`src/rtl/if_id_decode_if.sv`:
```
// Fetch-to-decode and decode-to-extender handshake bundle for the IF/ID stage.
interface if_id_decode_if #(
    parameter int PC_WIDTH = 32
);
    logic                in_valid;
    logic                in_ready;
    logic [31:0]         in_instr;
    logic [PC_WIDTH-1:0] in_pc;
    logic                flush;
    logic                out_valid;
    logic                out_ready;
    logic [PC_WIDTH-1:0] out_pc;
    logic [5:0]          out_opcode;
    logic [4:0]          out_rs;
    logic [4:0]          out_rt;
    logic [4:0]          out_rd;
    logic [4:0]          out_shamt;
    logic [5:0]          out_funct;
    logic [15:0]         out_imm;
    logic                out_sext;
    logic [25:0]         out_jtarget;
    logic                out_illegal;

    modport slave (
        input  in_valid, in_instr, in_pc, flush, out_ready,
        output in_ready, out_valid, out_pc, out_opcode, out_rs, out_rt, out_rd,
               out_shamt, out_funct, out_imm, out_sext, out_jtarget, out_illegal
    );

    modport master (
        output in_valid, in_instr, in_pc, flush, out_ready,
        input  in_ready, out_valid, out_pc, out_opcode, out_rs, out_rt, out_rd,
               out_shamt, out_funct, out_imm, out_sext, out_jtarget, out_illegal
    );
endinterface

```
`src/rtl/if_id_decode.sv`:
```
// Registered MIPS IF/ID decode stage with a two-entry skid buffer (registered in_ready).
// Optional PERF_CNT_EN adds a saturating downstream-stall counter on port stall_cnt.
module if_id_decode #(
    parameter int PC_WIDTH = 32,
    parameter int CNT_W    = 16
) (
    input  logic clk,
    input  logic rst_n,
    if_id_decode_if.slave bus
`ifdef PERF_CNT_EN
    ,
    output logic [CNT_W-1:0] stall_cnt
`endif
);
    typedef struct packed {
        logic [PC_WIDTH-1:0] pc;
        logic [31:0]         instr;
        logic                sext;
        logic                illegal;
    } beat_t;

    // Extend-select and legality are resolved at capture so the output side is pure register.
    function automatic beat_t decode(input logic [31:0] instr, input logic [PC_WIDTH-1:0] pc);
        beat_t b;
        logic [5:0] op;
        op        = instr[31:26];
        b.pc      = pc;
        b.instr   = instr;
        b.sext    = !(op inside {[6'h0C:6'h0F]});
        b.illegal = !(op inside {6'h00, 6'h02, 6'h03, 6'h04, 6'h05, [6'h08:6'h0F], 6'h23, 6'h2B});
        return b;
    endfunction

    beat_t main_q, skid_q, dec;
    logic  main_valid, skid_valid;
    logic  accept, xfer;

    assign dec    = decode(bus.in_instr, bus.in_pc);
    assign accept = bus.in_valid && !skid_valid;
    assign xfer   = main_valid && bus.out_ready;

    always_ff @(posedge clk or negedge rst_n) begin
        if (!rst_n) begin
            main_valid <= 1'b0;
            skid_valid <= 1'b0;
            main_q     <= '0;
            skid_q     <= '0;
        end else if (bus.flush) begin
            main_valid <= 1'b0;
            skid_valid <= 1'b0;
        end else if (skid_valid) begin
            // in_ready is low here, so only the skid-to-main drain can happen.
            if (xfer) begin
                main_q     <= skid_q;
                skid_valid <= 1'b0;
            end
        end else if (accept) begin
            if (!main_valid || xfer) begin
                main_q     <= dec;
                main_valid <= 1'b1;
            end else begin
                skid_q     <= dec;
                skid_valid <= 1'b1;
            end
        end else if (xfer) begin
            main_valid <= 1'b0;
        end
    end

    assign bus.in_ready    = !skid_valid;
    assign bus.out_valid   = main_valid;
    assign bus.out_pc      = main_q.pc;
    assign bus.out_opcode  = main_q.instr[31:26];
    assign bus.out_rs      = main_q.instr[25:21];
    assign bus.out_rt      = main_q.instr[20:16];
    assign bus.out_rd      = main_q.instr[15:11];
    assign bus.out_shamt   = main_q.instr[10:6];
    assign bus.out_funct   = main_q.instr[5:0];
    assign bus.out_imm     = main_q.instr[15:0];
    assign bus.out_jtarget = main_q.instr[25:0];
    assign bus.out_sext    = main_q.sext;
    assign bus.out_illegal = main_q.illegal;

`ifdef PERF_CNT_EN
    // Survives flush on purpose: it measures downstream backpressure, not pipeline contents.
    always_ff @(posedge clk or negedge rst_n) begin
        if (!rst_n)
            stall_cnt <= '0;
        else if (main_valid && !bus.out_ready && stall_cnt != {CNT_W{1'b1}})
            stall_cnt <= stall_cnt + 1'b1;
    end
`endif
endmodule
```
`src/flat_wrapper.sv`:
```
// flat-port wrapper written by rule: the top's interface ports become plain ports
module if_id_decode_flat 
#(
    parameter int PC_WIDTH = 32,
    parameter int CNT_W    = 16
)
  (clk, rst_n, bus_in_valid, bus_in_instr, bus_in_pc, bus_flush, bus_out_ready, bus_in_ready, bus_out_valid, bus_out_pc, bus_out_opcode, bus_out_rs, bus_out_rt, bus_out_rd, bus_out_shamt, bus_out_funct, bus_out_imm, bus_out_sext, bus_out_jtarget, bus_out_illegal);
  if_id_decode_if #(.PC_WIDTH(PC_WIDTH)) bus_i ();
  input  logic clk;
  input  logic rst_n;
  input wire logic [$bits(bus_i.in_valid)-1:0] bus_in_valid;
  input wire logic [$bits(bus_i.in_instr)-1:0] bus_in_instr;
  input wire logic [$bits(bus_i.in_pc)-1:0] bus_in_pc;
  input wire logic [$bits(bus_i.flush)-1:0] bus_flush;
  input wire logic [$bits(bus_i.out_ready)-1:0] bus_out_ready;
  output wire logic [$bits(bus_i.in_ready)-1:0] bus_in_ready;
  output wire logic [$bits(bus_i.out_valid)-1:0] bus_out_valid;
  output wire logic [$bits(bus_i.out_pc)-1:0] bus_out_pc;
  output wire logic [$bits(bus_i.out_opcode)-1:0] bus_out_opcode;
  output wire logic [$bits(bus_i.out_rs)-1:0] bus_out_rs;
  output wire logic [$bits(bus_i.out_rt)-1:0] bus_out_rt;
  output wire logic [$bits(bus_i.out_rd)-1:0] bus_out_rd;
  output wire logic [$bits(bus_i.out_shamt)-1:0] bus_out_shamt;
  output wire logic [$bits(bus_i.out_funct)-1:0] bus_out_funct;
  output wire logic [$bits(bus_i.out_imm)-1:0] bus_out_imm;
  output wire logic [$bits(bus_i.out_sext)-1:0] bus_out_sext;
  output wire logic [$bits(bus_i.out_jtarget)-1:0] bus_out_jtarget;
  output wire logic [$bits(bus_i.out_illegal)-1:0] bus_out_illegal;
  assign bus_i.in_valid = bus_in_valid;
  assign bus_i.in_instr = bus_in_instr;
  assign bus_i.in_pc = bus_in_pc;
  assign bus_i.flush = bus_flush;
  assign bus_i.out_ready = bus_out_ready;
  assign bus_in_ready = bus_i.in_ready;
  assign bus_out_valid = bus_i.out_valid;
  assign bus_out_pc = bus_i.out_pc;
  assign bus_out_opcode = bus_i.out_opcode;
  assign bus_out_rs = bus_i.out_rs;
  assign bus_out_rt = bus_i.out_rt;
  assign bus_out_rd = bus_i.out_rd;
  assign bus_out_shamt = bus_i.out_shamt;
  assign bus_out_funct = bus_i.out_funct;
  assign bus_out_imm = bus_i.out_imm;
  assign bus_out_sext = bus_i.out_sext;
  assign bus_out_jtarget = bus_i.out_jtarget;
  assign bus_out_illegal = bus_i.out_illegal;
  if_id_decode #(.PC_WIDTH(PC_WIDTH), .CNT_W(CNT_W)) u_core (.clk(clk), .rst_n(rst_n), .bus(bus_i));
endmodule
```
`config.mk`:
```
export PLATFORM = sky130hd
export DESIGN_NAME = if_id_decode_flat
export DESIGN_NICKNAME = d
export VERILOG_FILES = /design/src/rtl/if_id_decode_if.sv /design/src/rtl/if_id_decode.sv /design/src/flat_wrapper.sv
export SDC_FILE = /design/constraint.sdc
export NUM_CORES = 1
export LEC_CHECK = 0
export CORE_MARGIN = 3
export CORE_UTILIZATION = 45
export DETAILED_ROUTE_END_ITERATION = 8
export PLACE_DENSITY = 0.77
export SYNTH_ARGS = -nofsm -noshare
export SYNTH_HDL_FRONTEND = slang
export SYNTH_SLANG_ARGS = --single-unit
export TNS_END_PERCENT = 1
```
`constraint.sdc`:
```
create_clock -name clk -period 2.9 [get_ports clk]
set_input_delay 0.725 -clock clk [delete_from_list [all_inputs] [get_ports clk]]
set_output_delay 0.725 -clock clk [all_outputs]
set_load 0.02 [all_outputs]
```
Word-level counts from Yosys, hierarchy flattened
Cells that the tools add are included.
Word-level totals
  register bits: 134
  input port bits: 69
  word-level logic and storage cells: 56
Operators by class
  order comparisons: 3
  equal/unequal tests: 9
  mux-type cells: 14
  bitwise logic cells: 3
  reductions and logical operators: 17
Operator list (count)
  66-bit 2-to-1 mux: 4
  6-bit by 2-bit equality test with 1-bit output (second input constant): 2
  6-bit by 3-bit equality test with 1-bit output (second input constant): 2
  6-bit equality test (second input constant): 2
  6-bit by 4-bit greater-or-equal comparator with 1-bit output (second input constant): 2
  1-bit 2-to-1 mux: 10
  4-bit AND reduction: 2
  8-bit nonzero test: 1
  6-bit by 4-bit <= comparator with 1-bit output (second input constant): 1
  6-bit zero test: 1
  1-bit logical AND: 4
  1-bit zero test: 4
  2-bit inequality test (second input constant): 2
  2-bit nonzero test: 2
  3-bit inequality test (second input constant): 1
  1-bit NOT: 3
  3-bit AND reduction: 1
  3-bit nonzero test: 1
  1-bit logical OR: 1

Logic depth before layout (Yosys ltp)
Gate-level depths: netlist (run 1).
  word-level depth: 7
  depth in mapped cells: 7
  depth with buffers taken out: 4

Worst setup path before layout (run 1)
OpenSTA, ideal clock, no wires.
  path kind: input -> register
  start: in bus_out_ready
  end: reg u_core.skid_q[15] (netlist name)
  setup time: 125 ps
  data arrival time: 1873 ps
  data required time: 2775 ps
  setup slack: 902 ps
  stages: 5
  buffers on the path: 2
  path through: and2b_1 > nor3b_2 > buf_4 > buf_6 > mux2_2
On the way
  word-level cells in the longest chain between the ends: 4
RTL lines
  from (decl): RTL line flat_wrapper.sv:15  | input wire logic [$bits(bus_i.out_ready)-1:0] bus_out_ready;
  1-bit logical AND: RTL line if_id_decode.sv:40  | assign xfer = main_valid && bus.out_ready;
  1-bit logical OR: RTL line if_id_decode.sv:58  | if (!main_valid || xfer) begin
  1-bit NOT (no line)
  4-bit AND reduction (no line)
  to (signal assigned): RTL line if_id_decode.sv:47  | skid_q <= '0;
  to (signal assigned): RTL line if_id_decode.sv:62  | skid_q <= dec;
  to (decl): RTL line if_id_decode.sv:34  | beat_t main_q, skid_q, dec;
Every way passes these cells.
A chain may end at the register's enable or synchronous reset.

Worst setup path after layout (run 1)
  start: reg u_core.skid_valid
  end: out bus_in_ready
On the way
  word-level cells in the longest chain between the ends: 1
RTL lines
  from (decl): RTL line if_id_decode.sv:35  | logic main_valid, skid_valid;
  from (signal assigned): RTL line if_id_decode.sv:45  | skid_valid <= 1'b0;
  from (signal assigned): RTL line if_id_decode.sv:50  | skid_valid <= 1'b0;
  from (signal assigned): RTL line if_id_decode.sv:55  | skid_valid <= 1'b0;
  1-bit zero test: RTL line if_id_decode.sv:70  | assign bus.in_ready = !skid_valid;
  to (decl): RTL line flat_wrapper.sv:16  | output wire logic [$bits(bus_i.in_ready)-1:0] bus_in_ready;
Every way passes these cells.

==> out/metrics.csv, run 1 <==
stage,metric,value,unit
outcome,outcome,completed,
cells_and_area,n_antenna_cell,0,
floorplanning,ios,179,
critical_path,cp.arrival,1.60,ns
floorplanning,core_area,0.0128,sq mm
global_routing,grt_pass1_wl,21.1,mm
route,wire_per_inst,15.7,microns
route,via_per_inst,5.00,
cells_and_area,final_cell_mix,"clkdlybuf4s50_1 (177), dfrtp_1 (133), a21oi_1 (69)",
floorplanning,chipHeight,121,microns
critical_path,reg2reg_slack,1.07,ns
yosys,yosys.area_share.xor_xnor,0,%
cells_and_area,area_delta_synth_final,39.5,%
cells_and_area,drive_above_1_share,17.0,%
sta,rsz0062_at_grt,false,
global_routing,grt_max_degree,53,
cts,clk_latency,0.40,ns
yosys,ys_warn_count,0,
sta,worst_pin_slew,0.641,ns
critical_path,worstPathRequired,2.17,ns
yosys,synth_edf_count,0,
global_routing,grt_pass1_vias,4224,
sta,period_share,80.1,%
cts,ctsHoldBuffers,0,
floorplanning,die-area,0.0146,sq mm
yosys,synthSimpleGateAreaFrac,5.47,%
yosys,syn-num-nets,559,
critical_path,r2r-end,u_core.bus.out_pc[16],
cts,cts.htree.levels,4,
worst_hold_path,hold_class,input port to asynchronous set/reset pin,
critical_path,crit_path_top_delay_cell,clkdlybuf4s50_1,
critical_path,path_buf_inv,2,
route,routed_wl,12.8,mm
cts,clock_path_buffers,2,
route,vias,4060,
critical_path,cpPeakStageDelay,0.61,ns
cts,cts_setup_buffers,0,
floorplanning,rows,41,
yosys,synth_cell_types,25,
place,io_buffer_count,178,
sta,setup_tns,0,ns
global_routing,antenna_found_initial,0,
yosys,synth_seq_cells,134,
floorplanning,die_x,121,microns
critical_path,crit_path_start_kind,flop,
critical_path,worstSetupPathType,flop to primary output,
place,routabilityCongestion,0.754,
critical_path,crit_chain,inv_1 > clkdlybuf4s50_1,
floorplanning,initial_core_util,46.4,%
route,dr.pass1.iters,4,
yosys,ys.flop_type,dfrtp_1,
cells_and_area,fin_nets,696,
cells_and_area,final_area,0.00827,sq mm
sta,slew_violations,0,
yosys,synth_fa_ha_area_share,0,%
yosys,synth_compound_area_share,6.80,%
yosys,ys_seq_area_share,56.6,%
critical_path,worstPathMaxFanout,5,
sta,setup_viol,0,
route,drc,0,
sta,slew_headroom,57.2,%
yosys,muxShareOfSynthArea,23.2,%
run,cap_violations,0,
yosys,synth_top_family_by_area,multiplexers,
sta,fin_skew,0.00703,ns
sta,fmax,431,MHz
place,place_hpwl,8.81,mm
cts,cts.root.buffer_cell,clkbuf_16,
cts,clock_sinks,134,
yosys,async_flop_share,100,%
pwr,p_per_area,805,mW/mm^2
pwr,fin_total_pwr,6.66,mW
cells_and_area,final_common_cell,clkdlybuf4s50_1,
yosys,syn_area,0.00593,sq mm
route,postRouteAntennaNets,0,
critical_path,cp-end-kind,primary output,
critical_path,r2r_start,u_core.skid_valid,
pwr,ir_worst_vdd,0.000390,V
sta,hold_viol,0,
global_routing,grt.total_usage,18.2,%
cts,path_clk_slew,0.05,ns
cts,cts_tree,yes,
pwr,cellLeakagePower,3.34,nW
cts,ctsResizeCount,0,
yosys,syn_area_per_cell,12.1,sq um
place,place_area,0.00763,sq mm
cts,numCtsBuffers,17,
route,drtIter0Drc,205,
global_routing,grt_overflow,0,
sta,period_needed,2.32,ns
cells_and_area,num-fill-cells,940,
critical_path,worstRegToRegCells,5,
yosys,synth_cells,490,
critical_path,path_delay_family,buffers and inverters,
## how the worst max path moves through the flow
stage	startpoint	end	slack, ns	cells after the start
after floorplan	bus_out_ready	u_core.skid_q[15]	0.90	5
after global placement	bus_out_ready	u_core.skid_q[34]	0.39	5
after detailed placement	bus_out_ready	u_core.bus.out_pc[16]	0.30	6
after CTS	u_core.skid_valid	bus_in_ready	0.56	2
after global routing	u_core.skid_valid	bus_in_ready	0.52	2
final	u_core.skid_valid	bus_in_ready	0.58	2
## power breakdown
part / internal [mW] / switching, mW
combinational: 0.944 / 0.839
clock: 1.51 / 0.775
sequential: 2.32 / 0.276
total: 4.77 / 1.89
## cell families (layout without fill, tap and decap cells)
logic type	count (synthesis)	count (layout)
DFF	134	134
muxes	129	129
and+or+nand+nor	78	78
AOI/OAI and AO/OA	76	76
buffers and inverters	73	223
## final cells by class
cell class                 instances  area (sq um)  area share (%)
sequential                       134          3360            40.6
multi-input combinational        283          2110            25.5
timing repair buffer             189          1940            23.5
clock buffer                      20           467            5.64
tap                              172           215            2.60
clock inverter                    12           175            2.12
inverter                           2          7.51          0.0908
## layer usage
layer / up-vias / wire length [microns] / GRT usage [%]
met1: 1993 / 5590 / 23.4
met5: - / 0 / 0
met4: 0 / 146 / 5.24
met2: 132 / 6230 / 29.8
li1: 1920 / - / -
met3: 15 / 809 / 5.71
## cell usage after synthesis, drive strengths merged, types with 2 or more instances
| master | instances | share of area, % |
|---|---|---|
| dfrtp | 134 | 57 |
| a21oi | 69 | 5.8 |
| nor2 | 68 | 4.3 |
| mux2 | 65 | 12 |
| mux2i | 64 | 11 |
| buf | 63 | 7.4 |
| clkbuf | 8 | 0.51 |
| nand2 | 3 | 0.19 |
| o21ai | 3 | 0.25 |
| a211oi | 2 | 0.46 |
| inv | 2 | 0.13 |
| nand2b | 2 | 0.34 |
## through the flow
| step | cells | hold slack (ns) | util [%] | worst slack, ns |
|---|---|---|---|---|
| floorplan | 490 | 0.429 | - | 0.902 |
| global placement | 780 | 0.469 | 59.7 | 0.390 |
| detailed placement | 780 | 0.475 | 59.7 | 0.299 |
| CTS | 812 | 0.274 | 64.7 | 0.558 |
| global route | 812 | 0.287 | 64.7 | 0.520 |
| finish | 812 | 0.267 | 64.7 | 0.577 |
## state kept, by name, indices dropped and copies added (netlist names)
signal,count
u_core.bus.out_imm,10
u_core.bus.out_illegal,1
u_core.bus.out_opcode,6
u_core.skid_q,66
u_core.bus.out_pc,32
u_core.bus.out_sext,1
u_core.bus.out_funct,6
u_core.bus.out_valid,1
u_core.skid_valid,1
u_core.bus.out_jtarget,10
## worst reg2reg max path, stage by stage, from the launching register on
cell and delay, ns:
dfrtp_4 0.49, nand2b_4 0.18, a211oi_4 0.53, buf_12 0.28
nor2_1 0.11, a21oi_1 0.15
Power figures use the tool's default switching activity.
==> inputs of run 2 (changes only) <==
--- a/config.mk
+++ b/config.mk
@@ -6,7 +6,7 @@
 export NUM_CORES = 1
 export LEC_CHECK = 0
 export CORE_MARGIN = 3
-export CORE_UTILIZATION = 45
+export CORE_UTILIZATION = 43
 export DETAILED_ROUTE_END_ITERATION = 8
 export PLACE_DENSITY = 0.77
 export SYNTH_ARGS = -nofsm -noshare
==> constraint.sdc (replaced) <==
create_clock -name clk -period 1.9 [get_ports clk]
set_input_delay 0.475 -clock clk [delete_from_list [all_inputs] [get_ports clk]]
set_output_delay 0.475 -clock clk [all_outputs]
set_load 0.02 [all_outputs]
==> out/metrics.csv, run 2 (same netlist as run 1, synthesis figures left out) <==
stage,metric,value,unit,change
global_routing,grt_use_met1,21.3,%,-2.1 points
place,routabilityCongestion,0.780,,+3.4%
critical_path,worstPathRequired,1.42,ns,-0.75 ns
pwr,sw_frac_of_total,29.6,%,+1.2 points
cts,path_clk_slew,0.05,ns,about the same
place,pre_cts_ws,-0.352,ns,-0.650 ns
cells_and_area,drive_above_1_share,16.9,%,-0.16 points
route,vias,4091,,+0.76%
global_routing,grt_overflow,0,,unchanged
floorplanning,core_area,0.0133,sq mm,+4.5%
pwr,p_switching,2.80,mW,+48%
global_routing,grt.total_usage,17.8,%,-0.44 points
sta,period_needed,1.86,ns,
global_routing,grt_pass1_wl,20.7,mm,-1.6%
cts,cts_tree,yes,,
global_routing,grt_pass1_vias,4254,,+0.71%
cts,numCtsBuffers,17,,unchanged
route,dr.pass1.iters,5,,+1
cts,cts.root.buffer_cell,clkbuf_16,,
cells_and_area,num-fill-cells,1090,,+16%
cells_and_area,n_antenna_cell,0,,unchanged
cells_and_area,regMostFlops,u_core.skid_q,,
floorplanning,initial_core_util,44.4,%,-2.0 points
route,drtIter0Drc,129,,-37%
outcome,outcome,completed,,
route,drc,0,,unchanged
sta,hold_viol,0,,unchanged
floorplanning,rows,42,,+2.4%
critical_path,crit_chain,clkdlybuf4s50_1,,
critical_path,cp.arrival,1.38,ns,-0.22 ns
floorplanning,chipHeight,123,microns,+2.2%
place,io_buffer_count,178,,unchanged
run,cap_violations,0,,unchanged
route,via_per_inst,4.98,,-0.46%
critical_path,crit_path_top_delay_cell,clkdlybuf4s50_1,,
global_routing,grtUsageMet3,4.76,%,-0.95 points
cts,clock_sinks,134,,unchanged
cts,clock_path_buffers,2,,unchanged
sta,worst_pin_slew,0.780,ns,+0.139 ns
route,routed_wl,13.2,mm,+3.6%
pwr,cellLeakagePower,3.63,nW,+8.9%
pwr,ir_worst_vdd,0.000636,V,+63%
cts,cts_setup_buffers,0,,unchanged
sta,fmax,539,MHz,
global_routing,grt_max_degree,47,,-11%
sta,setup_ws,0.0449,ns,-0.532 ns
cells_and_area,final_cell_mix,"dfrtp_1 (133), clkdlybuf4s50_1 (90), a21oi_1 (69)",,
cells_and_area,area_delta_synth_final,40.0,%,
sta,slew_headroom,48.0,%,-9.2 points
floorplanning,die-area,0.0152,sq mm,+4.4%
sta,period_share,97.6,%,
place,place_hpwl,9.20,mm,+4.4%
critical_path,worstPathMaxFanout,2,,-3
global_routing,met2_usage,29.9,%,+0.14 points
cells_and_area,fin_nets,704,,+1.1%
floorplanning,die_x,123,microns,+2.2%
sta,rsz0062_at_grt,false,,
global_routing,antenna_found_initial,0,,unchanged
critical_path,path_delay_family,buffers and inverters,,
cts,clk_latency,0.41,ns,about the same
sta,fin_skew,0.00471,ns,-0.00231 ns
critical_path,cpPeakStageDelay,0.62,ns,about the same
floorplanning,ios,179,,unchanged
global_routing,busiest_layer,met2,,
cts,cts.htree.levels,4,,unchanged
sta,setup_viol,0,,unchanged
pwr,p_comb_share,27.2,%,+0.4 points
critical_path,cp-end-kind,primary output,,
worst_hold_path,hold_class,flop to flop,,
pwr,fin_total_pwr,9.47,mW,+42%
critical_path,crit_path_start_kind,flop,,
critical_path,worstSetupPathType,flop to primary output,,
pwr,seq_power_share,41.7,%,+2.7 points
pwr,p_per_area,1140,mW/mm^2,+42%
route,postRouteAntennaNets,0,,unchanged
route,wire_per_inst,16.1,microns,+2.3%
critical_path,path_buf_inv,1,,-1
sta,slew_violations,0,,unchanged
pwr,power.internal,6.66,mW,+40%
cells_and_area,final_common_cell,dfrtp_1,,
cells_and_area,largest_reg_flops,66,,unchanged
pwr,power_frac_clock,31.1,%,-3.1 points
[run 2: per-stage QoR]
stage | utilization [%] | hold WS [ns] | instance area [sq um] | std cells | TNS, ns
global route | 62.2 | 0.513 | 8300 | 822 | 0
global placement | 57.9 | 0.386 | 7730 | 791 | -29.79
CTS | 61.5 | 0.493 | 8210 | 822 | 0
floorplan | - | 0.179 | 5930 | 490 | 0
finish | 62.2 | 0.495 | 8300 | 822 | 0
detailed placement | 57.9 | 0.388 | 7730 | 791 | -35.90
[run 2: worst paths after layout]
kind	startpoint	endpoint	slack, ns	depth (start not counted)
max	u_core.bus.out_pc[6]	bus_out_pc[6]	0.04	1
min	u_core.skid_q[28]	u_core.skid_q[28]	0.50	1
max reg2reg	u_core.skid_valid	u_core.bus.out_sext	0.17	3
min reg2reg	u_core.skid_q[28]	u_core.skid_q[28]	0.50	1
max in group asynchronous	rst_n	u_core.bus.out_jtarget[21]	0.77	3
min in group asynchronous	rst_n	u_core.bus.out_funct[3]	0.54	2
[run 2: power groups by stage]
stage               clock (mW)  sequential [mW]  combinational [mW]
finish                    2.94             3.95                2.57
global route              3.14             4.04                2.78
CTS                       3.01             3.96                2.64
detailed placement           0             4.01                2.77
global placement             0             3.96                2.70
floorplan                    0             4.26                1.31
[run 2: repair_timing]
item | in CTS | in global routing
endpoints found under the hold margin | 31 | 0
endpoints found under the setup margin | 54 | 39
hold buffers | 1 | 0
gates cloned | 0 | 0
resized for setup | 49 | 40
[run 2: area by class of cell]
| cell class | instances | area, sq um | share of cell area, % |
|---|---|---|---|
| clock buffer | 25 | 475 | 5.73 |
| clock inverter | 5 | 50.0 | 0.603 |
| inverter | 2 | 7.51 | 0.0905 |
| multi-input combinational | 283 | 2110 | 25.4 |
| sequential | 134 | 3360 | 40.4 |
| tap | 176 | 220 | 2.65 |
| timing repair buffer | 197 | 2080 | 25.1 |
[run 2: per-layer routing]
metal / vias up / part of all wire, %
li1: 1946 / -
met4: 0 / 2.1
met3: 23 / 5.9
met2: 136 / 51
met5: - / 0
met1: 1986 / 41
